$ cat src/rtl/irq_controller.sv
// ---------------------------------------------------------------------------
// irq_controller
//   Interrupt controller in front of the trap/CSR exception unit. Collects
//   N_SRC interrupt lines with per-source enable, trigger mode (edge/level)
//   and pending state, picks one winner, raises irq_out with irq_id, and runs
//   a claim (irq_ack) / complete (irq_complete) handshake. One interrupt is
//   in flight at a time; there is no nesting.
//
//   Build option: define IRQ_ROUND_ROBIN_EN to arbitrate round-robin from
//   rr_ptr instead of fixed lowest-index priority.
//
// Ports
//   clk           clock, all state updates on posedge
//   rst_n         asynchronous active-low reset
//   src_irq       raw interrupt lines, synchronous to clk
//   cfg_we        config write strobe
//   cfg_addr      0 enable, 1 edge_mode, 2 pending (W1C), 3 status (RO)
//   cfg_wdata     config write data, bits [N_SRC-1:0] used
//   cfg_rdata     combinational read of cfg_addr
//                 status = {in_service[31], zeros, irq_id[ID_W-1:0]}
//   irq_out       interrupt request to the exception unit
//   irq_id        ID of the requested / in-service source
//   irq_ack       pulse: trap taken
//   irq_complete  pulse: handler finished (mret)
// ---------------------------------------------------------------------------
module irq_controller #(
    parameter int N_SRC = 8,
    parameter int ID_W  = 3
) (
    input  logic             clk,
    input  logic             rst_n,
    input  logic [N_SRC-1:0] src_irq,
    input  logic             cfg_we,
    input  logic [1:0]       cfg_addr,
    input  logic [31:0]      cfg_wdata,
    output logic [31:0]      cfg_rdata,
    output logic             irq_out,
    output logic [ID_W-1:0]  irq_id,
    input  logic             irq_ack,
    input  logic             irq_complete
);

    typedef enum logic [1:0] {
        S_IDLE    = 2'd0,
        S_REQ     = 2'd1,
        S_SERVICE = 2'd2
    } state_t;

    state_t           r_state;
    state_t           w_state_nxt;

    logic [N_SRC-1:0] r_enable;
    logic [N_SRC-1:0] r_edge;
    logic [N_SRC-1:0] r_pending;
    logic [N_SRC-1:0] r_src_prev;
    logic [ID_W-1:0]  r_irq_id;

    logic [N_SRC-1:0] w_eligible;
    logic [N_SRC-1:0] w_id_mask;
    logic [N_SRC-1:0] w_rise;
    logic [N_SRC-1:0] w_w1c;
    logic [N_SRC-1:0] w_ack_clr;
    logic [N_SRC-1:0] w_pending_nxt;
    logic [ID_W-1:0]  w_winner;
    logic             w_any;
    logic             w_cur_elig;
    logic             w_take_ack;
    logic             w_unused_wdata;

    // Upper write-data bits are architecturally ignored.
    assign w_unused_wdata = ^cfg_wdata;

    assign w_eligible = r_pending & r_enable;
    assign w_any      = |w_eligible;
    assign w_id_mask  = N_SRC'(1) << r_irq_id;
    assign w_cur_elig = |(w_eligible & w_id_mask);
    assign w_take_ack = (r_state == S_REQ) && irq_ack;

    // Edge sources: a fresh rising edge beats any clear in the same cycle.
    // Level sources simply track the line.
    assign w_rise        = src_irq & ~r_src_prev;
    assign w_w1c         = (cfg_we && cfg_addr == 2'd2) ? cfg_wdata[N_SRC-1:0] : '0;
    assign w_ack_clr     = w_take_ack ? w_id_mask : '0;
    assign w_pending_nxt = (r_edge & (w_rise | (r_pending & ~(w_w1c | w_ack_clr))))
                         | (~r_edge & src_irq);

`ifdef IRQ_ROUND_ROBIN_EN
    logic [ID_W-1:0] r_rr_ptr;
    logic [ID_W-1:0] w_win_hi;
    logic [ID_W-1:0] w_win_lo;
    logic            w_hi_found;

    // Lowest eligible index at/after rr_ptr, else lowest overall (wrap).
    always_comb begin
        w_win_hi   = '0;
        w_win_lo   = '0;
        w_hi_found = 1'b0;
        for (int k = N_SRC - 1; k >= 0; k--) begin
            if (w_eligible[k]) begin
                w_win_lo = ID_W'(k);
                if (k >= int'(r_rr_ptr)) begin
                    w_win_hi   = ID_W'(k);
                    w_hi_found = 1'b1;
                end
            end
        end
        w_winner = w_hi_found ? w_win_hi : w_win_lo;
    end

    always_ff @(posedge clk or negedge rst_n) begin
        if (!rst_n) begin
            r_rr_ptr <= '0;
        end else if (w_take_ack) begin
            r_rr_ptr <= (r_irq_id == ID_W'(N_SRC - 1)) ? '0 : r_irq_id + ID_W'(1);
        end
    end
`else
    // Fixed priority: scanning downward leaves the lowest index.
    always_comb begin
        w_winner = '0;
        for (int k = N_SRC - 1; k >= 0; k--) begin
            if (w_eligible[k]) w_winner = ID_W'(k);
        end
    end
`endif

    // Source state and config registers
    always_ff @(posedge clk or negedge rst_n) begin
        if (!rst_n) begin
            r_enable   <= '0;
            r_edge     <= '0;
            r_pending  <= '0;
            r_src_prev <= '0;
        end else begin
            r_src_prev <= src_irq;
            r_pending  <= w_pending_nxt;
            if (cfg_we && cfg_addr == 2'd0) r_enable <= cfg_wdata[N_SRC-1:0];
            if (cfg_we && cfg_addr == 2'd1) r_edge   <= cfg_wdata[N_SRC-1:0];
        end
    end

    // ID is latched only on arbitration in IDLE, held through REQ/SERVICE.
    always_ff @(posedge clk or negedge rst_n) begin
        if (!rst_n) begin
            r_irq_id <= '0;
        end else if (r_state == S_IDLE && w_any) begin
            r_irq_id <= w_winner;
        end
    end

    always_ff @(posedge clk or negedge rst_n) begin
        if (!rst_n) r_state <= S_IDLE;
        else        r_state <= w_state_nxt;
    end

    always_comb begin
        w_state_nxt = r_state;
        irq_out     = 1'b0;
        case (r_state)
            S_IDLE: begin
                if (w_any) w_state_nxt = S_REQ;
            end
            S_REQ: begin
                irq_out = 1'b1;
                // ack wins over a simultaneous drop of the request
                if (irq_ack)          w_state_nxt = S_SERVICE;
                else if (!w_cur_elig) w_state_nxt = S_IDLE;
            end
            S_SERVICE: begin
                if (irq_complete) w_state_nxt = S_IDLE;
            end
            default: w_state_nxt = S_IDLE;
        endcase
    end

    assign irq_id = r_irq_id;

    always_comb begin
        cfg_rdata = '0;
        case (cfg_addr)
            2'd0: cfg_rdata[N_SRC-1:0] = r_enable;
            2'd1: cfg_rdata[N_SRC-1:0] = r_edge;
            2'd2: cfg_rdata[N_SRC-1:0] = r_pending;
            default: begin
                cfg_rdata[31]       = (r_state == S_SERVICE);
                cfg_rdata[ID_W-1:0] = r_irq_id;
            end
        endcase
    end

endmodule

$ cat config.mk
export PLATFORM = sky130hd
export DESIGN_NAME = irq_controller
export DESIGN_NICKNAME = d
export VERILOG_FILES = /design/src/rtl/irq_controller.sv
export SDC_FILE = /design/constraint.sdc
export NUM_CORES = 1
export LEC_CHECK = 0
export ABC_AREA = 1
export CAP_MARGIN = 40
export CORE_MARGIN = 2
export CORE_UTILIZATION = 39
export CTS_CLUSTER_DIAMETER = 80
export DETAILED_ROUTE_END_ITERATION = 8
export GPL_ROUTABILITY_DRIVEN = 1
export PLACE_DENSITY = 0.76
export SLEW_MARGIN = 20
export SYNTH_ARGS = -nofsm -noshare
export SYNTH_HDL_FRONTEND = slang
export SYNTH_SLANG_ARGS = --single-unit
$ cat constraint.sdc
create_clock -name clk -period 1.1 [get_ports clk]
set_input_delay 0.22 -clock clk [delete_from_list [all_inputs] [get_ports clk]]
set_output_delay 0.22 -clock clk [all_outputs]
set_load 0.005 [all_outputs]
==> results list <==
- The run finished, with violations left.
* Violated checks: negative setup slack
- In this run the cell area of the synthesized design comes to 2077 um2.
- Die Y: 76.98 um
* Slowest-stage cell, CP: dfrtp_1
* Fmax: 724.5 MHz
- Number of antenna violations at the first check in global routing: 0
* Combinational fraction of design power: 52.1%
- Number of buffers created by CTS: 5
* Setup slack after layout: -0.2803 ns
- Area used by multi-input combinational logic: 1201 um2
* Maximum vdd drop: 1188 uV
* Diode count: 0
- Final TNS setup: -3.067 ns
- Summed over all nets, the switching power comes to 2.323 mW.
- The region available for standard cell placement spans 5107 um2.
- The internal portion of the total power is 3.961 mW.
* Layout cell share with drive strength beyond 1: 44.24%
- Total number of placement rows: 26
* Internal reg-to-reg setup slack: -0.22 ns
- Summing the sequential cell areas from Yosys gives 44.58% of the chip area.
- The worst setup path is launched from a flop.
* Post-detailed-route count of antenna-violating nets: 0
- After layout, the worst path uses 125.5% of the clock period.
- Cell count of the worst reg-to-reg path: 10
- Portion of total power attributed to the clock network: 19.1%
* Synth warnings: 0
- Net switching is 36.97% of the power.
- The routed design could run at a clock period as short as 1.380 ns.
- Total number of vias: 2208
- In the layout the commonest cells are nand2_1, buf_4, dfrtp_1.
* Worst path cell trace: nand2_1 > o21ai_2 > a21oi_2 > o21ai_1 > buf_2
* Final net count: 428
- Worst EP required: 0.88 ns
- Area of the die: 5925 um2
* Static leakage: 1.776 nW
- Path type of the worst setup path: flop to primary output
- After legalization and detailed placement, the total HPWL measured 3810 um.
- Global placement routability congestion: 0.8857
- The via count of the first global-routing pass was 2188.
- Area delta synth->final: 64.70%
- The worst register-to-register path ends at r_state[0].
- Hold repair after CTS inserted 0 buffers.
- Yosys cell types: 25
* Pre-antenna DRT Iters: 4
* IO Pins: 83
- Final Setup Violations: 24
- Total track usage: 21.82%
- TritonCTS built the clock tree.
- Die width: 76.98 um
- Power spread over the standard cell area amounts to 1837 nW/um2.
* Clock edge transition at the registers on the reported setup and hold paths: 0.08 ns
- CTS saw 37 sinks.
- The first routing iteration left 152 violations.
- Hold timing on the final database bottoms out at a slack of 0.2895 ns.
- Wire length of the first global-routing pass: 10220 um
- Max-cap violations in this run came to 0.
- Mean instance size in the synthesized netlist: 7.553 um2
- Initial cell density of the core: 40.67%
- Per-cell routed wire length: 14.47 um
- Peak fanout along the critical path: 2
- Clock network latency to the later pin of the worst-skew pair: 0.30 ns
- Leading cell type in the layout, fill and taps excluded: nand2_1
* Unrepaired setup endpoints after global routing: true
* Sequential cell area: 927.1 um2
- Synthesized flop and latch total: 37
- DR DRC count: 0
- The tightest min-delay check is of the input port to asynchronous set/reset pin type.
- In this run the number of H-tree levels came out at 2.
* Dpl ws: -0.9490 ns
- Total grt overflow: 0
* Max clock buf depth: 2
- Per report_power, the sequential group accounts for 28.8% of the total.
- Post-Synthesis Cells: 275
* Longest individual stage delay on the worst path: 0.40 ns
* Sort of element at the end of the critical path: primary output
- The final layout contains routed wiring with a total length of 6542 um.
- Across the routed clock network, the largest skew measured is 0.007008 ns.
- # fillers: 381
- Entering global routing, the biggest net connects 38 pins.
- Port Buffers: 35
- STA puts the critical path data arrival time at 1.16 ns.
* R2r startpoint: irq_id[2]
- The cell sitting at the root of the clock tree is a clkbuf_8.
* Final Hold Violating Endpoints: 0
* Routed via count divided by cell count: 4.885
- The count of pins over their slew limit came to 0.
## what timing repair did
item	CTS	global route
resized for setup	142	33
endpoints found under the hold margin	0	0
setup buffers	22	6
cloned	1	0
pin swaps	45	19
setup endpoints to repair	42	33
## Yosys cell counts, drive strengths merged
cell / count / area, um2
a21oi: 3 / 15.01
o31ai: 1 / 7.510
o21ai: 27 / 165.2
nand4: 7 / 43.79
nand3b: 1 / 7.510
a31o: 1 / 8.760
nor3: 1 / 5.000
dfrtp: 37 / 925.9
buf: 27 / 205.2
nand2: 106 / 412.9
inv: 26 / 97.60
o21a: 1 / 7.510
nor2: 17 / 68.81
or2: 1 / 8.760
nand3: 17 / 85.08
conb: 1 / 3.750
clkinv: 1 / 8.760
## sequential cells by signal (all words and copies together) (netlist names)
signal,count
r_enable,8
irq_id,3
r_pending,8
r_src_prev,8
r_state,2
r_edge,8
## how the worst max path moves through the flow
stage,from,endpoint,slack (ns)
2_1_floorplan,r_state[1],r_pending[1],0.004
3_3_place_gp,cfg_addr[0],cfg_rdata[2],-0.91
3_5_place_dp,cfg_addr[0],cfg_rdata[0],-0.95
4_1_cts,r_edge[0],cfg_rdata[0],-0.26
5_1_grt,r_pending[1],cfg_rdata[1],-0.36
6_report,r_pending[1],cfg_rdata[1],-0.28
## logic make-up (layout without fill, tap and decap cells)
logic type | after synthesis | count (layout) | synth area share (%)
buf+inv | 54 | 139 | 15.00
flops | 37 | 37 | 44.58
other cells | 1 | 23 | 0.1805
compound gates | 33 | 33 | 9.819
simple gates | 150 | 150 | 30.42
## critical path, delay by kind of cell, from the launching register on
kind	cells	cell delay [ns]
buffers and inverters	1	0.12
AND/OR/NAND/NOR	1	0.10
AO/OA/AOI/OAI	3	0.24
flip-flops	1	0.40
## power groups by stage
stage,clock [mW],sequential [mW],combinational (mW)
after detailed placement,0,1.78,2.04
after global placement,0,1.77,2.01
final,1.20,1.81,3.27
after floorplan,0,1.79,0.954
after CTS,1.22,1.78,2.87
after global routing,1.27,1.84,3.48
## per-layer routing
metal / vias to the layer above / part of all wire (%) / global-route usage (%)
met3: 40 / 6.7 / 4.706
met1: 1011 / 38 / 26.36
li1: 1039 / - / -
met5: - / 0 / 0
met2: 118 / 49 / 36.14
met4: 0 / 6.3 / 12.14
## metrics by stage
| stage | utilization (%) | cells | power (mW) | cell area [um2] |
|---|---|---|---|---|
| floorplan | - | 297 | 2.742 | 2167 |
| global placement | 54.29 | 420 | 3.780 | 2773 |
| detailed placement | 54.29 | 420 | 3.819 | 2773 |
| CTS | 64.36 | 449 | 5.858 | 3287 |
| global route | 66.98 | 452 | 6.596 | 3421 |
| finish | 66.98 | 452 | 6.284 | 3421 |
## area by class of cell
| cell class | instances | share of cell area (%) |
|---|---|---|
| clock inverter | 3 | 1.353 |
| sequential | 37 | 27.10 |
| multi-input combinational | 206 | 35.11 |
| inverter | 27 | 3.402 |
| timing repair buffer | 104 | 28.46 |
| tap | 70 | 2.560 |
| clock buffer | 5 | 2.012 |
No activity file was read; power rests on OpenSTA's default activity.
